--- src/rtl/perceptron_pkg.sv ---
// Shared encodings for the perceptron driver, controller and datapath.
package perceptron_pkg;

    typedef enum logic [2:0] {
        ST_IDLE  = 3'd0,
        ST_LD_B  = 3'd1,
        ST_LD_W0 = 3'd2,
        ST_LD_W1 = 3'd3,
        ST_RUN   = 3'd4,
        ST_DRAIN = 3'd5
    } state_t;

    localparam logic [1:0] SEL_NONE = 2'b00;
    localparam logic [1:0] SEL_B    = 2'b01;
    localparam logic [1:0] SEL_W0   = 2'b10;
    localparam logic [1:0] SEL_W1   = 2'b11;

endpackage

--- src/rtl/perceptron_lbl_fifo.sv ---
// 1-bit label FIFO holding the expected decision for every sample in flight.
module perceptron_lbl_fifo #(
    parameter int DEPTH = 4,
    localparam int AW = $clog2(DEPTH),
    localparam int CW = $clog2(DEPTH + 1)
) (
    input  logic          clk,
    input  logic          reset,
    input  logic          i_push,
    input  logic          i_din,
    input  logic          i_pop,
    output logic          o_dout,
    output logic          o_full,
    output logic          o_empty,
    output logic [CW-1:0] o_count
);

    logic [DEPTH-1:0] r_mem;
    logic [AW-1:0]    r_wp;
    logic [AW-1:0]    r_rp;
    logic [CW-1:0]    r_cnt;
    logic             w_push;
    logic             w_pop;

    assign o_full  = (r_cnt == CW'(DEPTH));
    assign o_empty = (r_cnt == '0);
    assign o_count = r_cnt;
    assign o_dout  = r_mem[r_rp];
    assign w_push  = i_push && !o_full;
    assign w_pop   = i_pop && !o_empty;

    // Pointers wrap for free because DEPTH is a power of two.
    always_ff @(posedge clk) begin
        if (reset) begin
            r_mem <= '0;
            r_wp  <= '0;
            r_rp  <= '0;
            r_cnt <= '0;
        end else begin
            if (w_push) begin
                r_mem[r_wp] <= i_din;
                r_wp        <= r_wp + 1'b1;
            end
            if (w_pop)
                r_rp <= r_rp + 1'b1;
            case ({w_push, w_pop})
                2'b10:   r_cnt <= r_cnt + 1'b1;
                2'b01:   r_cnt <= r_cnt - 1'b1;
                default: r_cnt <= r_cnt;
            endcase
        end
    end

endmodule

--- src/rtl/perceptron_driver.sv ---
// Loads perceptron weights, streams samples in and scores the returned decisions.
module perceptron_driver
    import perceptron_pkg::*;
#(
    parameter int WIDTH = 8,
    parameter int DEPTH = 4,
    parameter int CNTW  = 16
) (
    input  logic             clk,
    input  logic             reset,
    input  logic             cfg_b_i,
    input  logic             cfg_W0_i,
    input  logic             cfg_W1_i,
    input  logic             cfg_go_i,
    input  logic             cfg_stop_i,
    input  logic             smp_val_i,
    output logic             smp_rdy_o,
    input  logic [WIDTH-1:0] smp_X0_i,
    input  logic [WIDTH-1:0] smp_X1_i,
    input  logic             smp_label_i,
    output logic [1:0]       W1W0b_en_o,
    output logic             b_o,
    output logic             W0_o,
    output logic             W1_o,
    output logic             val_o,
    input  logic             rdy_i,
    output logic [WIDTH-1:0] X0_o,
    output logic [WIDTH-1:0] X1_o,
    input  logic             val_i,
    output logic             rdy_o,
    input  logic             Y_i,
    output logic             busy_o,
    output logic [CNTW-1:0]  resp_cnt_o,
    output logic [CNTW-1:0]  miss_cnt_o,
    output logic             orphan_o
);

    localparam int CW = $clog2(DEPTH + 1);

    state_t        r_state;
    logic          r_w0;
    logic          r_w1;
    logic          w_acc;
    logic          w_dec;
    logic          w_pop;
    logic          w_head;
    logic          w_full;
    logic          w_empty;
    logic [CW-1:0] w_cnt;
    logic          w_drained;

    // Full gate ignores a same-cycle pop on purpose: keeps ready off the pop path.
    assign smp_rdy_o = (r_state == ST_RUN) && (!val_o || rdy_i) && !w_full;
    assign w_acc     = smp_val_i && smp_rdy_o;
    assign w_dec     = val_i && rdy_o;
    assign w_pop     = w_dec && !w_empty;
    assign busy_o    = (r_state != ST_IDLE);
    // No pushes in DRAIN, so the FIFO empties this cycle iff count equals pop.
    assign w_drained = !(val_o && !rdy_i) && (w_cnt == CW'(w_pop));

    perceptron_lbl_fifo #(.DEPTH(DEPTH)) u_lbl_fifo (
        .clk     (clk),
        .reset   (reset),
        .i_push  (w_acc),
        .i_din   (smp_label_i),
        .i_pop   (w_pop),
        .o_dout  (w_head),
        .o_full  (w_full),
        .o_empty (w_empty),
        .o_count (w_cnt)
    );

    always_ff @(posedge clk) begin
        if (reset) begin
            r_state    <= ST_IDLE;
            r_w0       <= 1'b0;
            r_w1       <= 1'b0;
            W1W0b_en_o <= SEL_NONE;
            b_o        <= 1'b0;
            W0_o       <= 1'b0;
            W1_o       <= 1'b0;
            rdy_o      <= 1'b0;
        end else begin
            W1W0b_en_o <= SEL_NONE;
            b_o        <= 1'b0;
            W0_o       <= 1'b0;
            W1_o       <= 1'b0;
            case (r_state)
                ST_IDLE: if (cfg_go_i) begin
                    r_state    <= ST_LD_B;
                    r_w0       <= cfg_W0_i;
                    r_w1       <= cfg_W1_i;
                    W1W0b_en_o <= SEL_B;
                    b_o        <= cfg_b_i;
                end
                ST_LD_B: begin
                    r_state    <= ST_LD_W0;
                    W1W0b_en_o <= SEL_W0;
                    W0_o       <= r_w0;
                end
                ST_LD_W0: begin
                    r_state    <= ST_LD_W1;
                    W1W0b_en_o <= SEL_W1;
                    W1_o       <= r_w1;
                end
                ST_LD_W1: begin
                    r_state <= ST_RUN;
                    rdy_o   <= 1'b1;
                end
                ST_RUN: if (cfg_stop_i)
                    r_state <= ST_DRAIN;
                ST_DRAIN: if (w_drained) begin
                    r_state <= ST_IDLE;
                    rdy_o   <= 1'b0;
                end
                default: r_state <= ST_IDLE;
            endcase
        end
    end

    always_ff @(posedge clk) begin
        if (reset) begin
            val_o <= 1'b0;
            X0_o  <= '0;
            X1_o  <= '0;
        end else if (w_acc) begin
            val_o <= 1'b1;
            X0_o  <= smp_X0_i;
            X1_o  <= smp_X1_i;
        end else if (val_o && rdy_i) begin
            val_o <= 1'b0;
        end
    end

    always_ff @(posedge clk) begin
        if (reset) begin
            resp_cnt_o <= '0;
            miss_cnt_o <= '0;
            orphan_o   <= 1'b0;
        end else if (w_dec) begin
            if (resp_cnt_o != '1)
                resp_cnt_o <= resp_cnt_o + 1'b1;
            if (w_empty)
                orphan_o <= 1'b1;
            else if ((Y_i != w_head) && (miss_cnt_o != '1))
                miss_cnt_o <= miss_cnt_o + 1'b1;
        end
    end

endmodule

--- config.mk ---
export PLATFORM = sky130hd
export DESIGN_NAME = perceptron_driver
export DESIGN_NICKNAME = d
export VERILOG_FILES = /design/src/rtl/perceptron_pkg.sv /design/src/rtl/perceptron_lbl_fifo.sv /design/src/rtl/perceptron_driver.sv
export SDC_FILE = /design/constraint.sdc
export NUM_CORES = 1
export LEC_CHECK = 0
export BUFFER_PORTS_ARGS = -buffer_cell sky130_fd_sc_hd__buf_4
export CAP_MARGIN = 40
export CORE_AREA = 2 2 94 73
export DETAILED_ROUTE_END_ITERATION = 8
export DIE_AREA = 0 0 96 75
export GPL_TIMING_DRIVEN = 0
export HOLD_SLACK_MARGIN = 0.15
export MAX_ROUTING_LAYER = met4
export PLACE_DENSITY = 0.83
export SLEW_MARGIN = 20
export SYNTH_ARGS = -nofsm -noshare
export SYNTH_HDL_FRONTEND = slang
export SYNTH_SLANG_ARGS = --single-unit
--- constraint.sdc ---
create_clock -name clk -period 3.6 [get_ports clk]
set_input_delay 0.18 -clock clk [delete_from_list [all_inputs] [get_ports clk]]
set_output_delay 0.18 -clock clk [all_outputs]
set_load 0.01 [all_outputs]
==> results of run 1 <==
## cell usage in the layout (no fill, tap or decap), types with 3 or more instances in the layout
cell type	Yosys	layout
sky130_fd_sc_hd__o21ai_0	15	15
sky130_fd_sc_hd__xor2_1	14	14
sky130_fd_sc_hd__dfxtp_1	72	72
sky130_fd_sc_hd__clkbuf_1	15	19
sky130_fd_sc_hd__nand4_1	15	15
sky130_fd_sc_hd__xnor2_1	9	9
sky130_fd_sc_hd__buf_4	0	84
sky130_fd_sc_hd__and3_1	3	3
sky130_fd_sc_hd__ha_1	7	7
sky130_fd_sc_hd__nand3_1	11	11
sky130_fd_sc_hd__nand2_1	51	51
sky130_fd_sc_hd__or4_1	4	4
sky130_fd_sc_hd__dlygate4sd3_1	0	23
sky130_fd_sc_hd__o31ai_1	3	3
sky130_fd_sc_hd__or3_1	13	13
sky130_fd_sc_hd__nor3_1	5	5
sky130_fd_sc_hd__a21oi_1	35	35
sky130_fd_sc_hd__clkbuf_8	0	11
sky130_fd_sc_hd__nor2_1	45	45
sky130_fd_sc_hd__nor2b_1	3	3
sky130_fd_sc_hd__inv_1	13	13
sky130_fd_sc_hd__mux2i_1	11	11
## sequential cells by signal, summed over array words and instances (netlist names), 3 cells and up
signal and flops:
X1_o 8, u_lbl_fifo.o_count 3, r_state 3, miss_cnt_o 16, u_lbl_fifo.r_mem 4, X0_o 8, resp_cnt_o 16
## what timing repair did
item / CTS / global route
endpoints found under the hold margin: 26 / 0
hold buffers: 23 / 0
setup endpoints to repair: 0 / 0
## through the flow
| stage | util | area, um^2 | hold slack, ns | power, mW | worst slack (ns) |
|---|---|---|---|---|---|
| floorplan | - | 3180 | 0.316 | 0.890 | 1.05 |
| global route | 0.692 | 4310 | 0.198 | 1.56 | 0.234 |
| detailed placement | 0.628 | 3910 | 0.421 | 0.944 | 0.471 |
| global placement | 0.628 | 3910 | 0.414 | 0.940 | 0.527 |
| finish | 0.692 | 4310 | 0.167 | 1.50 | 0.444 |
| CTS | 0.692 | 4310 | 0.157 | 1.52 | 0.401 |
## area by class of cell
| cell class | instances | area [um^2] | area share |
|---|---|---|---|
| Multi-Input combinational cell | 273 | 1610 | 0.374 |
| Sequential cell | 72 | 1440 | 0.335 |
| Timing Repair Buffer | 107 | 861 | 0.200 |
| Clock buffer | 15 | 166 | 0.0386 |
| Tap cell | 81 | 101 | 0.0235 |
| Buffer | 17 | 72.6 | 0.0168 |
| Inverter | 14 | 52.6 | 0.0122 |
## worst max-delay path, delay by kind of cell, from the launching register on
family | cells | cell delay [ns]
xor gates and xnor gates | 1 | 0.07
AOI/OAI and AO/OA | 1 | 0.14
adders and majority gates | 2 | 0.49
buffers and inverters | 4 | 0.79
and+or+nand+nor | 3 | 1.29
DFF | 1 | 0.30
## worst paths after layout
kind,end,slack [ns],depth (start not counted)
setup / recovery,u_lbl_fifo.o_count[2],0.44,11
hold / removal,orphan_o,0.17,3
setup reg to reg,u_lbl_fifo.o_count[2],0.44,11
hold reg to reg,X1_o[4],0.45,2
## kinds of logic after synthesis
logic type | Yosys count | share of synthesized area
AND/OR/NAND/NOR | 165 | 0.253
flip-flops | 72 | 0.453
AO/OA/AOI/OAI | 65 | 0.117
buffers and inverters | 31 | 0.0394
XOR/XNOR | 23 | 0.0634
multiplexers | 12 | 0.0394
adder cells (fa/ha/maj) | 8 | 0.0338
## metal layers
metal | global-route usage | routed length [um] | part of all wire | vias to the layer above
met5 | - | 0 | 0 | -
met1 | 0.280 | 3420 | 0.44 | 1385
met2 | 0.370 | 3820 | 0.49 | 100
li1 | - | - | - | 1536
met3 | 0.0551 | 492 | 0.063 | 6
met4 | 0.0825 | 31 | 0.0040 | 0
## power groups by stage
stage	Clock, mW	Combinational, mW	Sequential [mW]
final	0.558	0.129	0.818
after global routing	0.604	0.141	0.819
after CTS	0.571	0.128	0.818
after detailed placement	0	0.108	0.836
after global placement	0	0.105	0.835
after floorplan	0	0.0517	0.838
==> flow_metrics.py, run 1 <==
metrics = {
    "worst_setup_path": {
        "end_kind": "register",
        "critical_path_fanout_max": 10,
        "cp_cell_sequence": "clkbuf_1 -> or3b_1 -> nor4b_2 -> inv_2 -> clkbuf_1 -> ha_1 -> inv_1 -> fa_1 -> xor2_1 -> or3_1 -> a21oi_1",
        "critPathSlowestCell": "sky130_fd_sc_hd__nor4b_2",
        "setup.worst_path.class": "reg -> reg",
        "critical_path.max_stage_delay_ns": 0.53,
        "crit_arrival_ns": 3.43,
        "cp.required_ns": 3.87,
        "cp-start-kind": "register",
        "startpoint_of_the_most_critical_register_to_register_path": "r_state[0]",
        "critPathLaunch": "r_state[0]",
        "path_common_cell": "sky130_fd_sc_hd__clkbuf_1",
    },
    "sta": {
        "tns_ns": 0,
        "hold_violations": 0,
        "timing_max_transition_violations_final": 0,
        "worst_pin_slew_ns": 0.549,
        "max_slew_margin": 0.624,
        "worst_clock_skew_ns": 0.00881,
        "max_freq_mhz": 317,
        "fin_crit_ns": 3.16,
        "timing.final.setup_violations": 0,
        "setup_repair_after_global_routing_missed_its_margin": "false",
        "period_share": 0.877,
    },
    "yosys": {
        "post-synth-top-count-cell": "sky130_fd_sc_hd__dfxtp_1",
        "mapped_cells": 376,
        "synth_top_cell_area_share": 0.453,
        "ys.warnings.count": 0,
        "synthesis.area_um2": 3180,
        "synth-edff-count": 0,
        "synth_top_cell_by_area": "sky130_fd_sc_hd__dfxtp_1",
        "synth.avg_cell_area_um2": 8.46,
        "post_synth_main_area_contributors": "sky130_fd_sc_hd__dfxtp_1, sky130_fd_sc_hd__nand2_1, sky130_fd_sc_hd__a21oi_1",
        "synthesized_nets": 412,
        "asyncSetResetFlopFracSynth": 0,
        "synth-seq-area-share": 0.453,
        "post_synth_num_cell_types": 45,
        "synth_commonest_cells": "sky130_fd_sc_hd__dfxtp_1, sky130_fd_sc_hd__nand2_1, sky130_fd_sc_hd__nor2_1",
        "post_synth_top_flop": "sky130_fd_sc_hd__dfxtp_1",
        "ys_seq_elements": 72,
    },
    "global_route": {
        "grt_use_total": 0.228,
        "globalRoute.totalOverflow": 0,
        "pin_count_of_the_biggest_net_entering_global_routing": 11,
        "grt_antenna_before_repair": 0,
        "via_count_of_the_first_global_routing_pass": 2773,
        "grt_first_pass_wirelength_um": 12300,
    },
    "placed_design": {
        "gp_routability_congestion": 0.853,
        "place.detailed.hpwl_um": 5470,
        "post-place-cells": 541,
        "number_of_port_buffers": 84,
    },
    "power_and_ir_drop": {
        "clock_power_share": 0.371,
        "leakage_power_total_nw": 1.71,
        "power_density_nw_per_um2": 349,
        "net-switching-power_uw": 340,
        "switching_share": 0.226,
        "maximum_vdd_drop_uv": 284,
        "sequentialPowerShare": 0.544,
        "power.internal_mw": 1.16,
        "power.share.combinational": 0.086,
    },
    "final_layout": {
        "fillerInstances": 519,
        "drive_gt1_frac": 0.205,
        "n_antenna_cell": 0,
        "fin_nets": 530,
        "finalNonFillerCells": 579,
        "syn_to_final_growth_pct": 35.5,
    },
    "floorplanning": {
        "die_area_um2": 7200,
        "cell_row_count": 25,
        "boundaryPins": 86,
        "core_area_um2": 6220,
        "die_height_um": 75,
        "die_w_um": 96,
        "initial_utilization": 0.511,
    },
    "route": {
        "antenna_left": 0,
        "post_dr_vias_cell": 5.23,
        "drt-total-wl_um": 7760,
        "detailedRoute.firstIterationViolations": 144,
        "avgRoutedWirePerCell_um": 13.4,
        "post-route-drc-count": 0,
        "detail_route.first_pass.iterations": 4,
        "via_count": 3027,
    },
    "clocking": {
        "tritoncts": "built",
        "clock-sinks": 72,
        "clk_path_buf_depth": 2,
        "post_cts.resized_instances": 0,
        "tritoncts.num_buffers": 9,
        "clock_insertion_delay_worst_skew_ns": 0.34,
        "post_cts_buffers": 0,
        "clock_tree.root_cell": "sky130_fd_sc_hd__clkbuf_8",
        "clock_pin_slew_on_the_worst_setup_and_hold_paths_ns": 0.07,
        "h-tree-depth": 3,
    },
    "hold_path": {
        "hold_path.class": "in -> reg",
        "worst_hold_startpoint": "val_i",
    },
    "job": {
        "max_cap_violations": 0,
    },
    "run_status": {
        "status": "finished, final reports clean",
    },
}
Note: power is estimated with default switching activity, not from simulation.
==> inputs of run 2 (changes only) <==
- REMOVE_ABC_BUFFERS: not set -> 1
==> run 2 against run 1 <==
Effect of this change: register-to-register slack improved by 0.19 ns; clock power rose by 24%; global-route usage fell by 0.30 points; design area did not move; clock-buffer cell count fell by 4; clock skew fell by 0.0027 ns; sequential power rose by 0.7%; worst hold slack improved by 0.0065 ns; flip-flop and latch count did not move; wire length fell by 4.7%; critical endpoint unchanged.
==> flow_metrics.py, run 2 (synthesized netlist as in run 1, its figures left out) <==
metrics = {
    "hold_path": {
        "worst_hold_startpoint": "cfg_stop_i",
        "min_path_cells": 3,
        "hold_path.class": "in -> reg",
    },
    "global_route": {
        "via_count_of_the_first_global_routing_pass": 2735,
        "pin_count_of_the_biggest_net_entering_global_routing": 73,
        "globalRoute.totalOverflow": 0,
        "grt_antenna_before_repair": 0,
        "grt_first_pass_wirelength_um": 12300,
        "grt_use_total": 0.225,
    },
    "sta": {
        "timing_max_transition_violations_final": 0,
        "period_share": 0.825,
        "max_slew_margin": 0.506,
        "setup_repair_after_global_routing_missed_its_margin": "false",
        "timing.final.setup_violations": 0,
        "hold_ws_ns": 0.173,
        "worst_clock_skew_ns": 0.00609,
        "max_freq_mhz": 337,
        "fin_crit_ns": 2.97,
        "worst_pin_slew_ns": 0.741,
        "hold_violations": 0,
    },
    "clocking": {
        "clock-sinks": 72,
        "clk_path_buf_depth": 2,
        "clock_tree.root_cell": "sky130_fd_sc_hd__clkbuf_8",
        "clock_pin_slew_on_the_worst_setup_and_hold_paths_ns": 0.07,
        "clock_insertion_delay_worst_skew_ns": 0.33,
        "post_cts.resized_instances": 0,
        "tritoncts": "built",
        "cts_hold_repair.buffers": 22,
        "tritoncts.num_buffers": 9,
        "post_cts_buffers": 0,
        "h-tree-depth": 3,
    },
    "route": {
        "via_count": 2957,
        "post_dr_vias_cell": 5.24,
        "detail_route.first_pass.iterations": 4,
        "avgRoutedWirePerCell_um": 13.1,
        "drt-total-wl_um": 7400,
        "post-route-drc-count": 0,
        "detailedRoute.firstIterationViolations": 116,
        "antenna_left": 0,
    },
    "worst_setup_path": {
        "worstRegToRegCells": 9,
        "cp.required_ns": 3.85,
        "setup.worst_path.class": "reg -> reg",
        "end_kind": "register",
        "crit_arrival_ns": 3.22,
        "critical_path_fanout_max": 19,
        "critPathLaunch": "r_state[2]",
        "startpoint_of_the_most_critical_register_to_register_path": "r_state[2]",
        "cp-start-kind": "register",
    },
    "final_layout": {
        "finalNonFillerCells": 564,
        "mostFrequentLayoutCell": "sky130_fd_sc_hd__buf_4",
        "fillerInstances": 486,
        "drive_gt1_frac": 0.219,
        "largestRegisters": "miss_cnt_o: 16 flops, resp_cnt_o: 16 flops",
        "n_antenna_cell": 0,
        "syn_to_final_growth_pct": 35.5,
        "fin_nets": 514,
        "highest_count_cells_in_the_layout_ignoring_fill_and_taps": "sky130_fd_sc_hd__buf_4, sky130_fd_sc_hd__dfxtp_1, sky130_fd_sc_hd__nand2_1",
    },
    "power_and_ir_drop": {
        "leakage_power_total_nw": 1.72,
        "power_density_nw_per_um2": 379,
        "maximum_vdd_drop_uv": 241,
    },
    "run_status": {
        "status": "finished, final reports clean",
    },
    "floorplanning": {
        "die_height_um": 75,
        "die_area_um2": 7200,
        "die_w_um": 96,
        "initial_utilization": 0.511,
        "core_area_um2": 6220,
        "boundaryPins": 86,
        "cell_row_count": 25,
    },
    "placed_design": {
        "place.detailed.hpwl_um": 4870,
        "gp_routability_congestion": 0.809,
        "post-place-cells": 526,
        "number_of_port_buffers": 85,
    },
    "job": {
        "max_cap_violations": 0,
    },
}
-- run 2: final timing paths --
path / endpoint / slack, ns
worst max register to register: u_lbl_fifo.o_count[2] / 0.63
worst max-delay path: u_lbl_fifo.o_count[2] / 0.63
worst min register to register: X0_o[0] / 0.46
worst min-delay path: r_state[0] / 0.17
-- run 2: routing by layer --
| metal | GRT usage | part of all wire |
|---|---|---|
| met1 | 0.277 | 0.47 |
| met2 | 0.369 | 0.47 |
| met3 | 0.0601 | 0.053 |
| met4 | 0.0619 | 0.0028 |
| met5 | - | 0 |
-- run 2: where the power goes --
group	internal (mW)	switching (mW)	total, mW	leakage (nW)
registers	0.810	0.0147	0.824	0.581
clock network	0.408	0.284	0.692	0.106
logic	0.0656	0.0523	0.118	1.03
-- run 2: final cells by class --
cell class,instances,area (um^2),area share
clock buffers,11,141,0.0328
flip-flops and latches,72,1440,0.335
clock inverters,5,80.1,0.0186
repair buffers,108,870,0.202
well taps,81,101,0.0235
multi-input cells,273,1620,0.376
inverters,14,52.6,0.0122
-- run 2: critical path, stage by stage (launching register included) --
cell and delay [ns]:
sky130_fd_sc_hd__dfxtp_1 0.48, sky130_fd_sc_hd__or3b_1 0.45, sky130_fd_sc_hd__nor4b_4 0.58, sky130_fd_sc_hd__inv_2 0.32, sky130_fd_sc_hd__ha_1 0.30, sky130_fd_sc_hd__inv_1 0.08, sky130_fd_sc_hd__fa_1 0.17, sky130_fd_sc_hd__xor2_1 0.07
sky130_fd_sc_hd__or3_1 0.30, sky130_fd_sc_hd__a21oi_1 0.14
-- run 2: through the flow --
stage                     setup slack, ns  instance area, um^2  power (mW)  utilization  setup TNS [ns]
final                               0.631                 4310        1.63        0.692               0
after CTS                           0.599                 4310        1.66        0.692               0
after floorplan                     0.295                 3110       0.878            -               0
after detailed placement            0.618                 3870       0.940        0.621               0
after global routing                0.348                 4310        1.71        0.692               0
after global placement             -0.543                 3850       0.936        0.618           -1.28
